==> src/rtl/pipe_hazard_ctrl.sv <==
// Pipeline hazard controller: load-use, branch flush and multicycle EX occupancy.
// Optional PIPE_HAZARD_PERF_CNT_EN adds stall/flush performance counters.
module pipe_hazard_ctrl #(
  parameter int unsigned MC_CYCLES = 34
) (
  input  logic       CLK,
  input  logic       CLR,
  input  logic [4:0] RS1_D,
  input  logic [4:0] RS2_D,
  input  logic [4:0] RD_E,
  input  logic       MEMREAD_E,
  input  logic       PC_SRC_E,
  input  logic       MC_START_E,
  output logic       STALL_F,
  output logic       STALL_D,
  output logic       STALL_E,
  output logic       FLUSH_D,
  output logic       FLUSH_E,
  output logic       FLUSH_M,
  output logic       MC_DONE
`ifdef PIPE_HAZARD_PERF_CNT_EN
  ,
  output logic [31:0] STALL_CNT,
  output logic [31:0] FLUSH_CNT
`endif
);

  typedef enum logic {RUN = 1'b0, MCBUSY = 1'b1} state_t;

  localparam logic [7:0] CNT_LOAD = 8'(MC_CYCLES - 1);

  state_t     state;
  logic [7:0] cnt;
  logic       load_use;

  assign load_use = MEMREAD_E && (RD_E != 5'd0) && ((RD_E == RS1_D) || (RD_E == RS2_D));

  // Outputs are decoded from the current cycle so hazards act with no added latency;
  // CLR masks everything so the pipeline sees no stall/flush while reset is held.
  always_comb begin
    STALL_F = 1'b0;
    STALL_D = 1'b0;
    STALL_E = 1'b0;
    FLUSH_D = 1'b0;
    FLUSH_E = 1'b0;
    FLUSH_M = 1'b0;
    MC_DONE = 1'b0;
    if (!CLR) begin
      case (state)
        RUN: begin
          if (PC_SRC_E) begin
            FLUSH_D = 1'b1;
            FLUSH_E = 1'b1;
          end else if (MC_START_E) begin
            STALL_F = 1'b1;
            STALL_D = 1'b1;
            STALL_E = 1'b1;
            FLUSH_M = 1'b1;
          end else if (load_use) begin
            STALL_F = 1'b1;
            STALL_D = 1'b1;
            FLUSH_E = 1'b1;
          end
        end
        MCBUSY: begin
          if (cnt > 8'd1) begin
            STALL_F = 1'b1;
            STALL_D = 1'b1;
            STALL_E = 1'b1;
            FLUSH_M = 1'b1;
          end else begin
            MC_DONE = 1'b1;
          end
        end
        default: ;
      endcase
    end
  end

  // The start cycle counts as the first EX cycle, hence the MC_CYCLES-1 load.
  always_ff @(posedge CLK or posedge CLR) begin
    if (CLR) begin
      state <= RUN;
      cnt   <= 8'd0;
    end else begin
      case (state)
        RUN: begin
          if (!PC_SRC_E && MC_START_E) begin
            state <= MCBUSY;
            cnt   <= CNT_LOAD;
          end
        end
        MCBUSY: begin
          if (cnt > 8'd1) begin
            cnt <= cnt - 8'd1;
          end else begin
            state <= RUN;
            cnt   <= 8'd0;
          end
        end
        default: state <= RUN;
      endcase
    end
  end

`ifdef PIPE_HAZARD_PERF_CNT_EN
  always_ff @(posedge CLK or posedge CLR) begin
    if (CLR) begin
      STALL_CNT <= 32'd0;
      FLUSH_CNT <= 32'd0;
    end else begin
      if (STALL_F) STALL_CNT <= STALL_CNT + 32'd1;
      if (FLUSH_D) FLUSH_CNT <= FLUSH_CNT + 32'd1;
    end
  end
`endif

endmodule

==> config.mk <==
export PLATFORM = sky130hd
export DESIGN_NAME = pipe_hazard_ctrl
export DESIGN_NICKNAME = d
export VERILOG_FILES = /design/src/rtl/pipe_hazard_ctrl.sv
export SDC_FILE = /design/constraint.sdc
export NUM_CORES = 1
export LEC_CHECK = 0
export CAP_MARGIN = 30
export CORE_UTILIZATION = 30
export DETAILED_ROUTE_END_ITERATION = 7
export GPL_TIMING_DRIVEN = 0
export PLACE_DENSITY_LB_ADDON = 0.25
export REMOVE_ABC_BUFFERS = 1
export SLEW_MARGIN = 20
export SYNTH_ARGS = -nofsm -noshare
export SYNTH_HDL_FRONTEND = slang
export SYNTH_SLANG_ARGS = --single-unit
==> constraint.sdc <==
create_clock -name CLK -period 3 [get_ports CLK]
set_clock_uncertainty 0.2 [all_clocks]
set_input_delay 0.3 -clock CLK [delete_from_list [all_inputs] [get_ports CLK]]
set_output_delay 0.3 -clock CLK [all_outputs]
set_load 0.05 [all_outputs]
## Yosys cells after proc, flatten, opt, wreduce, memory -nomap -nowiden

Cells that the tools add are included.

- Register bits: 9
- Bits of input ports: 20
- Output and inout port bits: 7
- Word-level logic and storage cells: 39

- Add/sub/neg operators: 1
- Magnitude comparators: 1
- Equality and inequality tests: 3
- Multiplexer cells: 25
- Bitwise operators: 1
- Reductions and logical operators: 6

Operators by type and width:

| cell | number |
|---|---|
| $mux W1 | 19 |
| $mux W8 | 2 |
| $pmux W8 S2 | 1 |
| $eq A5 B5 Y1 | 2 |
| $gt A8 B1 Y1 const B | 1 |
| $sub A8 B1 Y8 const B | 1 |
| $pmux W1 S2 | 3 |
| $reduce_bool A5 Y1 | 1 |
| $logic_and A1 B1 Y1 | 3 |
| $ne A2 B2 Y1 const B | 1 |
| $logic_not A1 Y1 | 1 |
| $logic_or A1 B1 Y1 | 1 |
| $not A1 Y1 | 1 |

## Depth between registers and ports, before layout

- Depth in word-level cells: 8
- Gate-level depth with buffers: 7
- Mapped depth without buffers: 6

## Least setup slack after synthesis

No wires, ideal clock.

- Kind: register -> output
- Start point: reg state
- End point: out STALL_F
- Data arrival time: 2.433 ns
- Data required time: 2.500 ns
- Path slack: 0.067 ns
- Cell stages (with the launch flop): 6
- Buffers on the path: 2
- Path through: dfrtp_1 -> clkbuf_1 -> nor2_1 -> o211ai_1 -> o31ai_1 -> buf_4

- Word-level cells in the longest chain between the ends: 3

RTL lines:

| item | RTL line | text |
|---|---|---|
| start, declared | 32 | `state_t state;` |
| start signal, assigned | 83 | `state <= RUN;` |
| start signal, assigned | 89 | `state <= MCBUSY;` |
| start signal, assigned | 97 | `state <= RUN;` |
| $not A1 Y1 | - |  |
| $pmux W1 S2 (*) | - |  |
| $mux W1 (*) | - |  |
| end, declared | 14 | `output logic STALL_F,` |

Every way passes the cells marked *; elsewhere a longest branch is shown, timed or not.

## Final worst setup path

- Start point: reg cnt[3]
- End point: out STALL_F

- Word-level cells in the longest chain between the ends: 4

RTL lines:

| item | RTL line | text |
|---|---|---|
| start, declared | 33 | `logic [7:0] cnt;` |
| start signal, assigned | 95 | `cnt <= cnt - 8'd1;` |
| $gt A8 B1 Y1 | 66 | `if (cnt > 8'd1) begin` |
| $mux W1 | 66 |  |
| $pmux W1 S2 | 49 | `case (state)` |
| $mux W1 | 48 | `if (!CLR) begin` |

Every way passes these cells.

==> results summary <==
The flow ran to the end, and the final reports show no timing, DRC or antenna violations. The critical path is of the reg2out type. The detailed-routing iteration count for the pre-antenna-repair pass is 4. In this run the register-to-register setup slack is about 0.97 ns. In this design, the stage delay of the slowest critical-path cell is 0.58 ns. The via count of the first global-routing pass is 608. Power spread over the standard cell area amounts to a little over 700 nW/um2.

In the layout the commonest cells are 21 x sky130_fd_sc_hd__clkdlybuf4s50_1, 12 x sky130_fd_sc_hd__xor2_1, 9 x sky130_fd_sc_hd__nor2_1, 9 x sky130_fd_sc_hd__dfrtp_1, 7 x sky130_fd_sc_hd__inv_1. The number of pins exceeding their max-slew limit in the final report came out at 0. The cell count after synthesis came out at a little over 80.

The multi-input logic area came out at about 440 um2. CTS built an H-tree with a depth of 1. The die extent in x came out at about 51 um. The number of placed instances, taps included, is 134.

The worst-case clock buffer depth is 2. The area overhead of the layout relative to synthesis is 42.02%. The wire length of the first global-routing pass came out at 2608 um. The worst pin sits at a relative slew slack of 66.15%. The cell depth of the worst flop-to-flop path came out at 4. The slew at the pin closest to its max-slew limit came out at between 0.5 and 0.6 ns. The fraction of the cycle the final worst path needs came out at 95.04%. The worst setup slack after layout came out at approximately 0.15 ns.

For this design, the slowest cell found on the critical path is sky130_fd_sc_hd__or4_4. Detailed placement finished with a half-perimeter wire length of about 1200 um. The fraction of layout cells with a size suffix above 1 is about 6.4%. Across the VDD grid, the largest voltage drop is between 0.0003 and 0.0004 V. Timing analysis after detailed placement gives a worst setup slack of 0.05764 ns. STA puts the critical path data arrival time at 2.35 ns.

Setup violations remaining at the end of the flow were counted as 0. The final standard cell utilization of the core is between 40% and 50%. The pin count of the biggest net entering global routing is 11. The number of max-cap violations came out at 0.

The post-synthesis sequential element count is 9. The sort of element at the end of the critical path is an output port. The critical path goes through or4_4 > or4_4 > nand3_1 > o31ai_1 > dlygate4sd2_1. The average wire length per cell after detail routing came out at 11.39 um. The count of standard-cell rows came out at 17. After detailed routing, the number of remaining DRC violations is 0.

The count of synthesis-stage warnings from yosys is 0. The leftover overflow at the end of global routing is 0. The number of enable flip-flop cells after synthesis came out at 0.

The worst-skew pair later-pin latency is 0.27 ns. The die area is around 2600 um2. The average cell area after synthesis came out at between 8 and 9 um2. The total area inside the core boundary comes to between 2000 and 2500 um2. The largest fanout of any net on the critical path is 5. The post-CTS setup-driven buffer insertion count is 0. Of all flip-flops after synthesis, the portion carrying an async set or reset was 100.0%. The number of clock sinks seen by CTS came out at 9. Port buffering added 26 buffers.

The total routing usage reported by global routing is between 10 and 15%. For this run, the leading register cell type out of synthesis is sky130_fd_sc_hd__dfrtp_1. In the routed layout, each cell is associated on average with a via count of approximately 4.8. The endpoint of the most critical setup path is STALL_F.

The analysis attributes to cell leakage a power of roughly 0.45 nW. The clock input transition at the sequential cells of the worst setup and hold paths is ~0.060 ns. Leaving out fill and tap cells, the most frequent cell in the layout is sky130_fd_sc_hd__clkdlybuf4s50_1. TritonCTS built the clock tree. The root buffer cell chosen for the clock tree is sky130_fd_sc_hd__clkbuf_4.

0 antenna diodes ended up in the layout. The die span in y is about 51 um. For this block, the via count after detailed routing is 660. The layout has ~230 filler cells. The congestion estimate from routability-driven global placement came to 0.7961. The number of CTS-inserted buffers came out at 3. The synthesized netlist contains 29 unique library cells. The aggregate routed wire length is around 1600 um. The count of pins on the block boundary is 27. The mapped netlist covers approximately 710 um2. The kind of cell adding the most delay to the critical path is simple AND/OR/NAND/NOR gates. The startpoint identified for the worst register-to-register timing path is cnt[3]$_DFFE_PP0P_.

The final-report hold violation count came out at 0. Setup repair after global routing left no endpoint under its margin. The initial utilization of the core area, before any placement, comes to about a third.

Static timing analysis puts the maximum clock frequency at 350.7 MHz. The minimum period implied by the final worst setup slack came out at 2.851 ns. The post-route non-filler standard cell count is 138. The iteration-0 DRC count of the detailed router came out at 7. The endpoint of the lowest-slack register-to-register path is cnt[4]$_DFFE_PP0P_. The final antenna-violating net count came out at 0. On the final layout, the worst hold slack is 0.1694 ns. The post-layout net count is ~130. The number of antenna violations at the first check in global routing came out at 0. The startpoint class of the critical path is a flip-flop. Registers take between 200 and 250 um2. The number of logic stages on the critical path including buffering is 5. The sum of buffers and inverters on the critical path is 1. The cell that appears most often on the critical path is sky130_fd_sc_hd__or4_4. The sequential element share of the synthesized area came out at roughly a third. The critical path starts at cnt[3]$_DFFE_PP0P_. The min-delay analysis places its worst path in the category in2async.

The critical path required time is 2.50 ns.
[per-layer routing]
| metal | vias up | share of wire [%] | global-route usage, % |
|---|---|---|---|
| met5 | - | 0 | 0 |
| met4 | 0 | 2.5 | 8.333 |
| met3 | 5 | 6.6 | 2.424 |
| met2 | 21 | 41 | 19.33 |
| met1 | 290 | 50 | 19.52 |
| li1 | 344 | - | - |
[stage by stage]
step	instance area, um2	TNS (ns)	power (mW)
after floorplan	686.9	-1.007	0.5147
after global placement	982.2	0	0.6144
after detailed placement	982.2	0	0.6279
after CTS	1002	0	0.7180
after global routing	1002	0	0.7741
final	1002	0	0.7083
[worst register-to-register path, cell delays in order (launching register included)]
cell and delay, ns:
sky130_fd_sc_hd__dfrtp_1 0.41, sky130_fd_sc_hd__or4_4 0.58, sky130_fd_sc_hd__o31ai_4 0.34, sky130_fd_sc_hd__nor3_1 0.11, sky130_fd_sc_hd__a211o_1 0.27
[cell usage after synthesis, types with 2 or more instances]
| cell type | instances | area share [%] |
|---|---|---|
| sky130_fd_sc_hd__a21o_1 | 2 | 2.1 |
| sky130_fd_sc_hd__a21oi_1 | 2 | 1.4 |
| sky130_fd_sc_hd__buf_4 | 2 | 2.1 |
| sky130_fd_sc_hd__dfrtp_1 | 9 | 32 |
| sky130_fd_sc_hd__ha_1 | 2 | 3.5 |
| sky130_fd_sc_hd__inv_1 | 7 | 3.7 |
| sky130_fd_sc_hd__nand2_1 | 6 | 3.2 |
| sky130_fd_sc_hd__nand3_1 | 4 | 2.8 |
| sky130_fd_sc_hd__nor2_1 | 9 | 4.8 |
| sky130_fd_sc_hd__nor3_1 | 4 | 2.8 |
| sky130_fd_sc_hd__o21ai_0 | 4 | 2.8 |
| sky130_fd_sc_hd__o31ai_1 | 3 | 3.2 |
| sky130_fd_sc_hd__or4_4 | 2 | 3.2 |
| sky130_fd_sc_hd__xor2_1 | 12 | 15 |
[timing repair]
action | 4_1_cts | 5_1_grt
setup endpoints to repair | 5 | 0
hold buffers | 0 | 0
hold endpoints to repair | 0 | 0
resized for setup | 5 | 0
[area by class of cell]
class / instances / share of cell area (%)
tap: 28 / 3.496
clock buffer: 4 / 2.622
multi-input combinational: 64 / 43.45
sequential: 9 / 22.47
inverter: 7 / 2.622
timing repair buffer: 26 / 25.34
[cell families (layout without fill, tap and decap cells)]
group / count (synthesis) / after routing / synth area share (%)
AO/OA/AOI/OAI: 19 / 19 / 20.75
AND/OR/NAND/NOR: 31 / 31 / 22.52
buffers and inverters: 10 / 37 / 6.383
XOR/XNOR: 12 / 12 / 14.89
flip-flops: 9 / 9 / 31.92
adder cells (fa/ha/maj): 2 / 2 / 3.546
[sequential cells by signal, summed over array words and instances (netlist names)]
| name | count |
|---|---|
| cnt | 8 |
| state | 1 |
[where the power goes]
part	total [mW]	internal (mW)	switching (mW)
Combinational	0.377	0.167	0.210
Clock	0.0964	0.0514	0.0450
Sequential	0.235	0.175	0.0597
Total	0.708	0.394	0.315
[how the worst min path moves through the flow]
stage / startpoint / to / slack (ns) / depth (start not counted)
floorplan: CLR / cnt[0]$_DFFE_PP0P_ / -0.06 / 1
global placement: cnt[7]$_DFFE_PP0P_ / cnt[7]$_DFFE_PP0P_ / 0.32 / 2
detailed placement: cnt[7]$_DFFE_PP0P_ / cnt[7]$_DFFE_PP0P_ / 0.32 / 2
CTS: CLR / cnt[4]$_DFFE_PP0P_ / 0.19 / 2
global route: CLR / state$_DFF_PP0_ / 0.23 / 2
finish: CLR / state$_DFF_PP0_ / 0.17 / 2
No activity file was read; power rests on OpenSTA's default activity.
==> variant 1 (config.mk and constraints unchanged) <==
Build with the macro `PIPE_HAZARD_PERF_CNT_EN` defined.
--- a/src/rtl/pipe_hazard_ctrl.sv
+++ b/src/rtl/pipe_hazard_ctrl.sv
@@ -1,5 +1,7 @@
 // Pipeline hazard controller: load-use, branch flush and multicycle EX occupancy.
 // Optional PIPE_HAZARD_PERF_CNT_EN adds stall/flush performance counters.
+`define PIPE_HAZARD_PERF_CNT_EN
+
 module pipe_hazard_ctrl #(
   parameter int unsigned MC_CYCLES = 34
 ) (
Behaviour (old outputs only; new: FLUSH_CNT and STALL_CNT): unchanged (Yosys induction, for registers that start in step).
==> variant 1 against the unedited design <==
The flow now finishes with violations (DRC). Routed wire length rose to 5.3 times the old value. Power rose to 3.8 times the old value. Fmax down 1.7%. Count of clock-buffer cells in the layout rose by 7. Register-to-register slack got worse by 0.57 ns. Worst setup slack got worse by 0.048 ns. Via count grew to 4.2 times the old value. Synthesized area grew to 5.1 times the old value. Cell area rose to 5.0 times the old value. Sequential cell count is 64 higher. Sequential power grew to 4.7 times the old value. Critical path type is now input pin to output pin. Largest power group is now clock. Highest routed layer unchanged.
==> variant 1: results (changes against the unedited design) <==
Outcome
  – Run status: finished, violations left
  – Failing checks: DRC

Worst setup path
  – Crit-path max cell delay: 0.52 ns (-0.06 ns)
  – Crit. Startpoint: RD_E[1]
  – Crit path max-delay family: buffers and inverters
  – R2R setup slack: 0.40 ns (-0.57 ns)
  – Setup crit end: FLUSH_E
  – CP max FO: 3 (-2)
  – CP Data Arrival Time: 2.40 ns (+0.05 ns)

Detailed routing
  – Router iterations before antenna repair: 7 (+3)
  – WL final: 8320 µm (+430%)
  – First DRT Iteration DRCs: 169 (+162)
  – Wire per inst: 14.5 µm (+27%)
  – Drt drc: 7 (+7)

Final layout
  – Number of fill cells: 1111 (+380%)
  – Fraction of layout cells with a size suffix above 1: 9.49% (+3.1 points)
  – Fin nets: 451 (+240%)

Yosys
  – Top cells by count, synth: dfrtp_1 (73), xnor2_1 (51), nand4_1 (24), xor2_1 (23)
  – Synth top area cells: dfrtp_1 (51%), xnor2_1 (12%), xor2_1 (5.6%)
  – Cells after Synth: 334 (+300%)

Clock tree
  – CTS Root Cell: clkbuf_16
  – Worst-skew pair later-pin latency: 0.32 ns (+0.05 ns)
  – CTS H-tree depth: 3 (+2)

Floorplanning
  – Die ar.: 0.0124 mm² (+390%)

Placement
  – Cells after DPL: 556 (+310%)
  – IO Port Bufs: 90 (+250%)
  – HPWL after DPL: 5670 µm (+350%)
  – Post-DP Area: 0.00464 mm² (+370%)
  – Pre-CTS WS: -0.667 ns (-0.725 ns)

Global routing
  – First-pass GRT wire length: 13800 µm (+430%)
  – Vias in the first global route: 2703 (+340%)
  – Largest net degree at the start of global routing: 39 (+28)

Power and ir drop
  – Peak supply drop: 0.518 mV (+36%)
  – Psw: 765 µW (+140%)

Hold path
  – Worst Hold Class: flip-flop to flip-flop

STA
  – Hold WS: 0.271 ns (+0.102 ns)
  – Tightest Pin Transition: 0.792 ns (+0.288 ns)
  – Final period utilization: 96.6% (+1.6 points)
variant 1: kinds of logic (layout without fill, tap and decap cells):
family | Yosys count | after routing | synth area share, %
muxes | 2 | 2 | 0.626
and+or+nand+nor | 143 | 143 | 23.2
xor gates and xnor gates | 74 | 74 | 18.0
adders and majority gates | 4 | 4 | 1.39
AOI/OAI and AO/OA | 20 | 21 | 3.58
DFF | 73 | 73 | 50.8
buffers and inverters | 18 | 115 | 2.43
variant 1: timing repair:
item,CTS,global route
hold endpoints to repair,0,0
cloned,1,0
pin swaps,2,0
resized for setup,12,3
setup buffers,2,0
endpoints found under the setup margin,13,2
variant 1: power by group through the flow:
| stage | registers, mW | logic [mW] | clock network (mW) |
|---|---|---|---|
| 4_1_cts | 1.10 | 0.460 | 1.16 |
| 3_3_place_gp | 1.12 | 0.445 | 0 |
| 5_1_grt | 1.11 | 0.485 | 1.21 |
| 3_5_place_dp | 1.12 | 0.455 | 0 |
| 6_report | 1.10 | 0.456 | 1.13 |
| 2_1_floorplan | 1.26 | 0.130 | 0 |
variant 1: layout make-up:
cell class | instances | area [µm²] | share of cell area [%]
clock buffer | 11 | 233 | 4.66
clock inverter | 5 | 80.1 | 1.60
inverter | 6 | 25.0 | 0.501
multi-input combinational | 244 | 1720 | 34.4
sequential | 73 | 1830 | 36.6
tap | 143 | 179 | 3.58
timing repair buffer | 93 | 931 | 18.6
variant 1: routing by layer:
metal | share of wire, % | GRT usage [%] | vias to the layer above
li1 | - | - | 1343
met1 | 49 | 19.1 | 1335
met2 | 45 | 22.0 | 66
met3 | 3.9 | 2.61 | 10
met4 | 1.6 | 6.04 | 0
met5 | 0 | 0 | -
variant 1: worst register-to-register path, stage by stage (launching register included):
cell and delay (ns):
dfrtp_1 0.51, or4_1 0.70, o21bai_2 0.70, nand4_1 0.21, xnor2_1 0.17
==> variant 2 (config.mk and constraints unchanged) <==
Made on the original files. Change the parameter `MC_CYCLES` from 34 to 17.
--- a/src/rtl/pipe_hazard_ctrl.sv
+++ b/src/rtl/pipe_hazard_ctrl.sv
@@ -1,7 +1,7 @@
 // Pipeline hazard controller: load-use, branch flush and multicycle EX occupancy.
 // Optional PIPE_HAZARD_PERF_CNT_EN adds stall/flush performance counters.
 module pipe_hazard_ctrl #(
-  parameter int unsigned MC_CYCLES = 34
+  parameter int unsigned MC_CYCLES = 17
 ) (
   input  logic       CLK,
   input  logic       CLR,
Check against the original RTL: no difference found for any inputs over 10 cycles, from zero or initial values; that may be too few to reach the edited logic, so the function may still have changed.
==> variant 2 against the unedited design <==
Synthesized area fell by 2.0%. Sequential power rose by 5%. Cell area fell by 1.6%. Worst setup slack got worse by 0.0080 ns. Combinational power rose by 14%. Routed wire length rose by 1.8%. Power rose by 9.5%. First-iteration DRC count rose by 100%. Clock power rose by 0.6%. Core utilization fell by 0.30 points. Sequential cell count did not move. Global-route usage rose by 0.75 points. Synthesized cell count fell by 3.6%. Largest cell class unchanged.
==> variant 2: results (changes against the unedited design) <==
Global routing
  – GRT Total Usage: 14.6% (+0.75 points)
  – First-pass GRT wire length: 2840 µm (+8.7%)
  – Met3 Use GR: 4.63% (+2.2 points)
  – Met1 Track Usage GR: 17.5% (-2.0 points)
  – Met2 Use GR: 25.1% (+5.8 points)
  – Vias in the first global route: 681 (+12%)

Detailed routing
  – Met1 Wirelength: 696 µm (-12%)
  – Metal3 WL: 133 µm (+28%)
  – Wire per inst: 11.9 µm (+4.9%)

Worst setup path
  – FF-to-FF End: cnt[5]$_DFFE_PP0P_
  – CP max FO: 6 (+1)
  – Reg2reg start: cnt[4]$_DFFE_PP0P_

Final layout
  – Fin cells: 134 (-2.9%)
  – Number of fill cells: 223 (-4.3%)
  – Non-clock inverters: 6 (-1)
  – Seq/total area: 22.8% (+0.37 points)
  – Final-layout non-clock buffer area share: 26.0% (+0.67 points)
  – Comb_multi_in: 61 (-4.7%)
  – Clock buf/inv share: 2.66% (+0.043 points)

Power and ir drop
  – Peak supply drop: 0.488 mV (+28%)
  – Comb. pwr: 431 µW (+14%)
  – Sequential share of power: 31.9% (-1.2 points)
  – Pleak: 0.433 nW (-4.2%)
  – Switching fraction of total power: 47.4% (+3.0 points)

Yosys
  – Synth Area in Compound Gates: 21.3% (+0.59 points)
  – Library cells used by synthesis: 32 (+10%)
  – Xor and xnor fraction of the mapped netlist area: 12.7% (-2.2 points)
  – Synthesized-area fraction occupied by adder cells: 3.62% (+0.071 points)
  – Post-synthesis mux area share: 1.45% (+1.4 points)
  – Top cells by count, synth: xor2_1 (10), dfrtp_1 (9), nor2_1 (8), inv_1 (6)
  – Synth top area cells: dfrtp_1 (33%), xor2_1 (13%), nor2_1 (4.3%)
  – Cells after Synth: 80 (-3.6%)

Placement
  – Post-DP Area: 963 µm² (-1.9%)
  – GPL Wtd Cong: 0.767 (-3.7%)
  – Pre-CTS WS: 0.0142 ns (-0.0434 ns)
  – HPWL after DPL: 1260 µm (+0.97%)

STA
  – Worst relative slew slack: 66.6% (+0.48 points)

Outcome
  – Run status: finished, final reports clean

Floorplanning
  – Core Area: 0.00219 mm² (-0.96%)
-- variant 2: worst max path at each step --
stage | start | endpoint | slack, ns | cells after the start
5_1_grt | cnt[4]$_DFFE_PP0P_ | MC_DONE | 0.02 | 4
4_1_cts | RD_E[1] | FLUSH_E | 0.06 | 6
2_1_floorplan | cnt[0]$_DFFE_PP0P_ | FLUSH_M | 0.19 | 6
6_report | cnt[4]$_DFFE_PP0P_ | STALL_D | 0.14 | 5
3_5_place_dp | RD_E[1] | STALL_D | 0.01 | 6
3_3_place_gp | RD_E[1] | STALL_F | 0.01 | 6
-- variant 2: cell families after synthesis --
group	count (synthesis)
flip-flops	9
AND/OR/NAND/NOR	27
multiplexers	1
AO/OA/AOI/OAI	21
buffers and inverters	10
XOR/XNOR	10
adder cells (fa/ha/maj)	2
-- variant 2: what timing repair did --
action,CTS,global route
endpoints found under the hold margin,0,0
buffers inserted,0,0
endpoints found under the setup margin,5,1
gates resized for setup,5,1
